`src/rtl/neuron_mac_accum.sv`:
```
// ---------------------------------------------------------------------------
// neuron_mac_accum
//
// Multiply-accumulate stage for one neuron. It sits directly in front of the
// ReLU activation. One evaluation works as follows:
//   * A start pulse in IDLE samples a Q8.8 bias.
//   * N_INPUTS (activation, weight) pairs are streamed in over a valid/ready
//     interface.
//   * Their Q16.16 products are summed, together with the bias, in a wide
//     accumulator.
//   * The sum is rounded half-up to Q8.8 and saturated to 16 bits.
//   * The result is presented on a valid/ready output.
//
// Pipeline, timed from the edge E that accepts a beat:
//   E     operands captured into op_a_q/op_b_q
//   E+1   product registered into prod_q
//   E+2   product added into acc_q
// For the last beat, the FSM leaves ACCUM at E+1 and adds in DRAIN at E+2.
// ROUND then registers the narrowed result, so out_valid rises at E+3.
//
// Ports:
//   clk        in   rising-edge clock
//   rst_n      in   asynchronous active-low reset
//   start      in   begins an evaluation from IDLE; samples bias
//   bias       in   signed Q8.8 bias
//   in_valid   in   in_data/weight pair valid
//   in_ready   out  a pair is accepted this cycle
//   in_data    in   signed Q8.8 activation
//   weight     in   signed Q8.8 weight
//   out_valid  out  out_data/sat hold a result
//   out_ready  in   downstream accepts the result
//   out_data   out  signed Q8.8 rounded and saturated result
//   sat        out  result was clipped (qualified by out_valid)
//   busy       out  FSM is not in IDLE
// ---------------------------------------------------------------------------
module neuron_mac_accum #(
  parameter int N_INPUTS = 16,
  parameter int DATA_W   = 16,
  parameter int FRAC_W   = 8,
  parameter int ACC_W    = 40
) (
  input  logic              clk,
  input  logic              rst_n,
  input  logic              start,
  input  logic [DATA_W-1:0] bias,
  input  logic              in_valid,
  output logic              in_ready,
  input  logic [DATA_W-1:0] in_data,
  input  logic [DATA_W-1:0] weight,
  output logic              out_valid,
  input  logic              out_ready,
  output logic [DATA_W-1:0] out_data,
  output logic              sat,
  output logic              busy
);

  localparam int CNT_W  = $clog2(N_INPUTS + 1);
  localparam int PROD_W = 2 * DATA_W;

  localparam logic [CNT_W-1:0] N_CNT = CNT_W'(N_INPUTS);

  // Rounding constant (half of one output LSB).
  localparam logic signed [ACC_W-1:0] HALF_LSB =
    {{(ACC_W-FRAC_W){1'b0}}, 1'b1, {(FRAC_W-1){1'b0}}};

  // Clip limits of the DATA_W-bit result, expressed at accumulator width.
  localparam logic signed [ACC_W-1:0] RES_MAX =
    {{(ACC_W-DATA_W+1){1'b0}}, {(DATA_W-1){1'b1}}};
  localparam logic signed [ACC_W-1:0] RES_MIN =
    {{(ACC_W-DATA_W+1){1'b1}}, {(DATA_W-1){1'b0}}};

  typedef enum logic [2:0] {
    S_IDLE   = 3'd0,
    S_ACCUM  = 3'd1,
    S_DRAIN  = 3'd2,
    S_ROUND  = 3'd3,
    S_OUTPUT = 3'd4
  } state_e;

  state_e state_q, state_d;

  // Beat counter.
  logic [CNT_W-1:0] cnt_q, cnt_d;

  // Operand stage.
  logic signed [DATA_W-1:0] op_a_q, op_a_d;
  logic signed [DATA_W-1:0] op_b_q, op_b_d;
  logic                     op_vld_q, op_vld_d;

  // Product stage.
  logic signed [PROD_W-1:0] prod_q, prod_d;
  logic                     prod_vld_q, prod_vld_d;

  // Accumulator.
  logic signed [ACC_W-1:0] acc_q, acc_d;

  // Output registers.
  logic [DATA_W-1:0] out_data_q, out_data_d;
  logic              sat_q, sat_d;
  logic              out_valid_q, out_valid_d;

  // Combinational helpers.
  logic                     beat_fire;
  logic                     start_fire;
  logic signed [PROD_W-1:0] prod_full;
  logic signed [ACC_W-1:0]  prod_ext;
  logic signed [ACC_W-1:0]  bias_ext;
  logic signed [ACC_W-1:0]  round_sum;
  logic signed [ACC_W-1:0]  round_r;
  logic [DATA_W-1:0]        round_data;
  logic                     round_sat;

  // -------------------------------------------------------------------------
  // FSM: state register
  // -------------------------------------------------------------------------
  always_ff @(posedge clk or negedge rst_n) begin
    if (!rst_n) begin
      state_q <= S_IDLE;
    end else begin
      state_q <= state_d;
    end
  end

  // -------------------------------------------------------------------------
  // FSM: next-state logic
  // -------------------------------------------------------------------------
  always_comb begin
    state_d = state_q;
    case (state_q)
      S_IDLE: begin
        if (start) state_d = S_ACCUM;
      end
      S_ACCUM: begin
        // The counter reaches N_INPUTS on the last accepting edge. Leaving
        // one cycle later lets that beat's product reach prod_q before DRAIN
        // folds it into the accumulator.
        if (cnt_q == N_CNT) state_d = S_DRAIN;
      end
      S_DRAIN: begin
        state_d = S_ROUND;
      end
      S_ROUND: begin
        state_d = S_OUTPUT;
      end
      S_OUTPUT: begin
        if (out_valid_q && out_ready) state_d = S_IDLE;
      end
      default: begin
        state_d = S_IDLE;
      end
    endcase
  end

  // -------------------------------------------------------------------------
  // FSM: outputs
  // -------------------------------------------------------------------------
  always_comb begin
    in_ready = 1'b0;
    busy     = 1'b1;
    case (state_q)
      S_IDLE: begin
        busy = 1'b0;
      end
      S_ACCUM: begin
        in_ready = (cnt_q < N_CNT);
      end
      default: begin
        in_ready = 1'b0;
      end
    endcase
  end

  assign out_valid = out_valid_q;
  assign out_data  = out_data_q;
  assign sat       = sat_q;

  // -------------------------------------------------------------------------
  // Datapath: arithmetic
  // -------------------------------------------------------------------------
  assign beat_fire  = in_valid && in_ready;
  assign start_fire = (state_q == S_IDLE) && start;

  // Both operands are sign-extended to full product width first. The low
  // PROD_W bits of that product are the exact signed product.
  assign prod_full = $signed({{DATA_W{op_a_q[DATA_W-1]}}, op_a_q}) *
                     $signed({{DATA_W{op_b_q[DATA_W-1]}}, op_b_q});

  assign prod_ext = $signed({{(ACC_W-PROD_W){prod_q[PROD_W-1]}}, prod_q});

  // Align the Q8.8 bias to the Q16.16 product scale.
  assign bias_ext = $signed({{(ACC_W-DATA_W-FRAC_W){bias[DATA_W-1]}},
                             bias, {FRAC_W{1'b0}}});

  // Round half up, then narrow with saturation.
  assign round_sum = acc_q + HALF_LSB;
  assign round_r   = round_sum >>> FRAC_W;

  always_comb begin
    round_data = round_r[DATA_W-1:0];
    round_sat  = 1'b0;
    if (round_r > RES_MAX) begin
      round_data = {1'b0, {(DATA_W-1){1'b1}}};
      round_sat  = 1'b1;
    end else if (round_r < RES_MIN) begin
      round_data = {1'b1, {(DATA_W-1){1'b0}}};
      round_sat  = 1'b1;
    end
  end

  // -------------------------------------------------------------------------
  // Datapath: next-state logic
  // -------------------------------------------------------------------------
  always_comb begin
    cnt_d       = cnt_q;
    op_a_d      = op_a_q;
    op_b_d      = op_b_q;
    op_vld_d    = beat_fire;
    prod_d      = prod_q;
    prod_vld_d  = op_vld_q;
    acc_d       = acc_q;
    out_data_d  = out_data_q;
    sat_d       = sat_q;
    out_valid_d = out_valid_q;

    if (start_fire) begin
      cnt_d = '0;
    end else if (beat_fire) begin
      cnt_d = cnt_q + CNT_W'(1);
    end

    if (beat_fire) begin
      op_a_d = $signed(in_data);
      op_b_d = $signed(weight);
    end

    if (op_vld_q) begin
      prod_d = prod_full;
    end

    // The pipeline is always empty in IDLE, so a bias load never collides
    // with a pending product.
    if (start_fire) begin
      acc_d = bias_ext;
    end else if (prod_vld_q) begin
      acc_d = acc_q + prod_ext;
    end

    if (state_q == S_ROUND) begin
      out_data_d  = round_data;
      sat_d       = round_sat;
      out_valid_d = 1'b1;
    end else if ((state_q == S_OUTPUT) && out_ready) begin
      out_valid_d = 1'b0;
    end
  end

  // -------------------------------------------------------------------------
  // Datapath registers
  // -------------------------------------------------------------------------
  always_ff @(posedge clk or negedge rst_n) begin
    if (!rst_n) begin
      cnt_q       <= '0;
      op_a_q      <= '0;
      op_b_q      <= '0;
      op_vld_q    <= 1'b0;
      prod_q      <= '0;
      prod_vld_q  <= 1'b0;
      acc_q       <= '0;
      out_data_q  <= '0;
      sat_q       <= 1'b0;
      out_valid_q <= 1'b0;
    end else begin
      cnt_q       <= cnt_d;
      op_a_q      <= op_a_d;
      op_b_q      <= op_b_d;
      op_vld_q    <= op_vld_d;
      prod_q      <= prod_d;
      prod_vld_q  <= prod_vld_d;
      acc_q       <= acc_d;
      out_data_q  <= out_data_d;
      sat_q       <= sat_d;
      out_valid_q <= out_valid_d;
    end
  end

endmodule

```
`config.mk`:
```
export PLATFORM = sky130hd
export DESIGN_NAME = neuron_mac_accum
export DESIGN_NICKNAME = d
export VERILOG_FILES = /design/src/rtl/neuron_mac_accum.sv
export SDC_FILE = /design/constraint.sdc
export NUM_CORES = 1
export LEC_CHECK = 0
export ABC_AREA = 1
export CORE_MARGIN = 10
export CORE_UTILIZATION = 35
export DETAILED_ROUTE_END_ITERATION = 8
export PLACE_DENSITY = 0.56
export SLEW_MARGIN = 20
export SYNTH_ARGS = -nofsm -noshare
export SYNTH_HDL_FRONTEND = slang
export SYNTH_SLANG_ARGS = --single-unit
```
`constraint.sdc`:
```
create_clock -name clk -period 8.5 [get_ports clk]
set_input_delay 1.7 -clock clk [delete_from_list [all_inputs] [get_ports clk]]
set_output_delay 1.7 -clock clk [all_outputs]
set_load 0.01 [all_outputs]
```
==> impl_metrics.yaml <==
worst_setup_path:
  worst-path-buf-inv: 3
  cp.arrival_ns: 6.87
  crit_top_cell: "fa_1"
  worstPathRequired_ns: 8.87
  path_cells: "or2_2 -> fa_1 -> fa_1 -> inv_1 -> fa_1 -> fa_1 -> fa_1 -> inv_1 -> fa_1 -> inv_1 -> ha_1 -> a21oi_1 -> o21ai_0 -> a21oi_1 -> nand3_1 -> a21o_1 -> or2_2 -> nand3_1 -> nand2_1"
  end_kind: "flop"
  path_delay_family: "adder cells"
  cp-start-kind: "flop"
  crit_slowest_cell: "dfrtp_1"
  critPathMaxFanout: 17
  max_stage_delay_ns: 0.66
  worst-setup-path-type: "flop to flop"
cts:
  cts_sinks: 132
  cts_root_buf: "clkbuf_16"
  clk_path_buf_depth: 2
  clk_latency_ns: 0.50
  htreeDepth: 4
  post_cts_buffers: 0
  tritoncts: "yes"
  numCtsBuffers: 17
  cts.clk_slew.worst_paths_ns: 0.07
  cts_hold_buf: 0
  cts_resized: 0
global_route:
  gr-usage-met3: 0.03318
  grt_pass1_vias: 16914
  grt_start_max_net_pins: 81
  grt_util_all_layers: 0.1799
  grt_use_met2: 0.3017
  top_usage_layer: "met2"
  antenna_found_initial: 0
  met1_usage: 0.2340
  grt_pass1_wl_um: 90690
  grt_overflow: 0
synthesis:
  async_reset_ff_frac: 1.000
  yosysSeqAreaShare: 0.1721
  synth_xor_area_frac: 0.02054
  synth_compound_area_frac: 0.07701
  synth_enable_flop_cells: 0
  ys_types: 44
  syn-instance-count: 2638
  synth-simple-area-share: 0.2412
  synth_mux_area_frac: 0
  syn_nets: 3078
  synth_area_mm2: 0.01919
  synth_flop_cell: "dfrtp_1"
  yosys_register_bits: 132
  synthAdderAreaFrac: 0.3552
  synth.avg_cell_area_um2: 7.274
  synth_top_family_by_area: "adder cells"
  yosysWarnings: 0
route:
  dr.pass1.iters: 7
  route.detailed.drc: 0
  vias: 16451
  via_per_inst: 4.903
  avgRoutedWirePerCell_um: 16.62
  drtIter0Drc: 983
  wirelength_um: 55770
  ant_nets: 0
timing:
  fmax_mhz: 153.8
  setup_tns_ns: 0
  hold-worst-slack_ns: 0.4753
  period_minus_slack_ns: 6.503
  period_share: 0.7650
  rsz0062_at_grt: "no"
  setup_viol: 0
  worst_pin_slew_ns: 1.031
  finalHoldViolCount: 0
  slew_headroom: 0.3121
  drv_slew: 0
  fin_worst_skew_ns: 0.02668
worst_hold_path:
  min_path_type: "flop to flop"
final_layout:
  syn2layout_area_growth_pct: 9.872
  drive_gt1_frac: 0.03422
  fin_nets: 3086
  antenna-diode-count: 0
  multi_input_comb_area_mm2: 0.01332
  seqCellArea_mm2: 0.003303
  fin_util: 0.3902
  nFillCells: 5638
placed_design:
  port_buffers: 72
  hpwl_um: 45410
  place_congestion: 0.9583
die:
  die_h_um: 254.1
  dieArea_mm2: 0.06459
  rows: 85
  start_util: 0.3552
  io_pins: 73
  fp.dieW_um: 254.1
  core-area_mm2: 0.05403
status:
  outcome: "finished clean"
run:
  maxCapViolations: 0
-- synth_stat cells, drive strengths merged (2+ instances only) --
| master | n | share of area |
|---|---|---|
| dfrtp | 132 | 0.17 |
| a21boi | 5 | 0.0020 |
| nor3 | 16 | 0.0042 |
| o211ai | 12 | 0.0047 |
| a31oi | 13 | 0.0042 |
| a21oi | 102 | 0.027 |
| ha | 124 | 0.081 |
| nor4 | 7 | 0.0023 |
| or2 | 18 | 0.0059 |
| xor2 | 25 | 0.011 |
| inv | 587 | 0.11 |
| and3 | 4 | 0.0013 |
| o21ai | 99 | 0.026 |
| xnor2 | 20 | 0.0091 |
| a21o | 12 | 0.0047 |
| nand2 | 799 | 0.16 |
| o21bai | 10 | 0.0039 |
| and2 | 2 | 0.00065 |
| fa | 263 | 0.27 |
| nor2 | 169 | 0.036 |
| o22ai | 2 | 0.00065 |
| o221ai | 2 | 0.00091 |
| nand4 | 17 | 0.0055 |
| nand3 | 95 | 0.025 |
| nand3b | 4 | 0.0016 |
| buf | 6 | 0.0024 |
| clkbuf | 84 | 0.016 |
| o31ai | 2 | 0.00078 |
-- kinds of logic (layout without fill, tap and decap cells) --
family                     Yosys count  count (layout)
and+or+nand+nor                   1131            1131
DFF                                132             132
buffers and inverters              678             699
adders and majority gates          387             387
xor gates and xnor gates            45              45
AOI/OAI and AO/OA                  265             265
-- layout by cell type (no fill, tap or decap), types with 14 or more instances in the layout --
master             n
clkdlybuf4s50_1   71
a21oi_1          102
nand2_2           14
fa_1             263
clkbuf_16         17
inv_1            584
nor3_1            16
xnor2_1           20
nand2_1          783
ha_1             124
nor2_1           157
dfrtp_1          132
or2_2             18
xor2_1            25
nand4_1           17
o21ai_0           99
nand3_1           94
-- worst register-to-register path, stage by stage, from the launching register on --
cell and delay (ns):
dfrtp_1 0.66, or2_2 0.44, fa_1 0.51, fa_1 0.55, inv_1 0.06, fa_1 0.51
fa_1 0.54, fa_1 0.56, inv_1 0.06, fa_1 0.52, inv_1 0.04, ha_1 0.34
a21oi_1 0.25, o21ai_0 0.15, a21oi_1 0.29, nand3_1 0.27, a21o_1 0.25, or2_2 0.27
nand3_1 0.07, nand2_1 0.06
-- final cells by class --
class                           count  area share
Clock buffer                       17     0.02018
Clock inverter                     15    0.008605
Inverter                          588      0.1047
Multi-Input combinational cell   1828      0.6316
Sequential cell                   132      0.1567
Tap cell                          696     0.04131
Timing Repair Buffer               79     0.03691
-- layer usage --
metal | routed length [um] | part of all wire
met1 | 24970 | 0.45
met2 | 26390 | 0.47
met3 | 3271 | 0.059
met4 | 1138 | 0.020
met5 | 0 | 0
-- flip-flops by register name (all words and copies together), names as in the netlist --
name / cells
prod_vld_q: 1
prod_q: 32
state_q: 3
out_data: 16
op_b_q: 16
sat: 1
op_vld_q: 1
op_a_q: 16
acc_q: 40
out_valid: 1
cnt_q: 5
-- through the flow --
stage,worst slack [ns],area (um^2),instances
floorplan,2.607,19190,2638
global placement,2.095,20470,3323
detailed placement,2.038,20470,3323
CTS,2.003,21080,3355
global route,1.526,21080,3355
finish,1.997,21080,3355
-- worst paths after layout --
check,from,endpoint,slack (ns),cells past startpoint
min in group asynchronous,rst_n,state_q[0],1.18,1
worst max-delay path,op_a_q[0],prod_q[24],2.00,19
worst min register to register,out_data[2],out_data[2],0.48,2
max in group asynchronous,rst_n,op_b_q[7],6.12,2
worst max register to register,op_a_q[0],prod_q[24],2.00,19
worst min-delay path,out_data[2],out_data[2],0.48,2
Power is not shown: default switching activity piles up to over one toggle a cycle in this logic, so the estimate is an artifact.
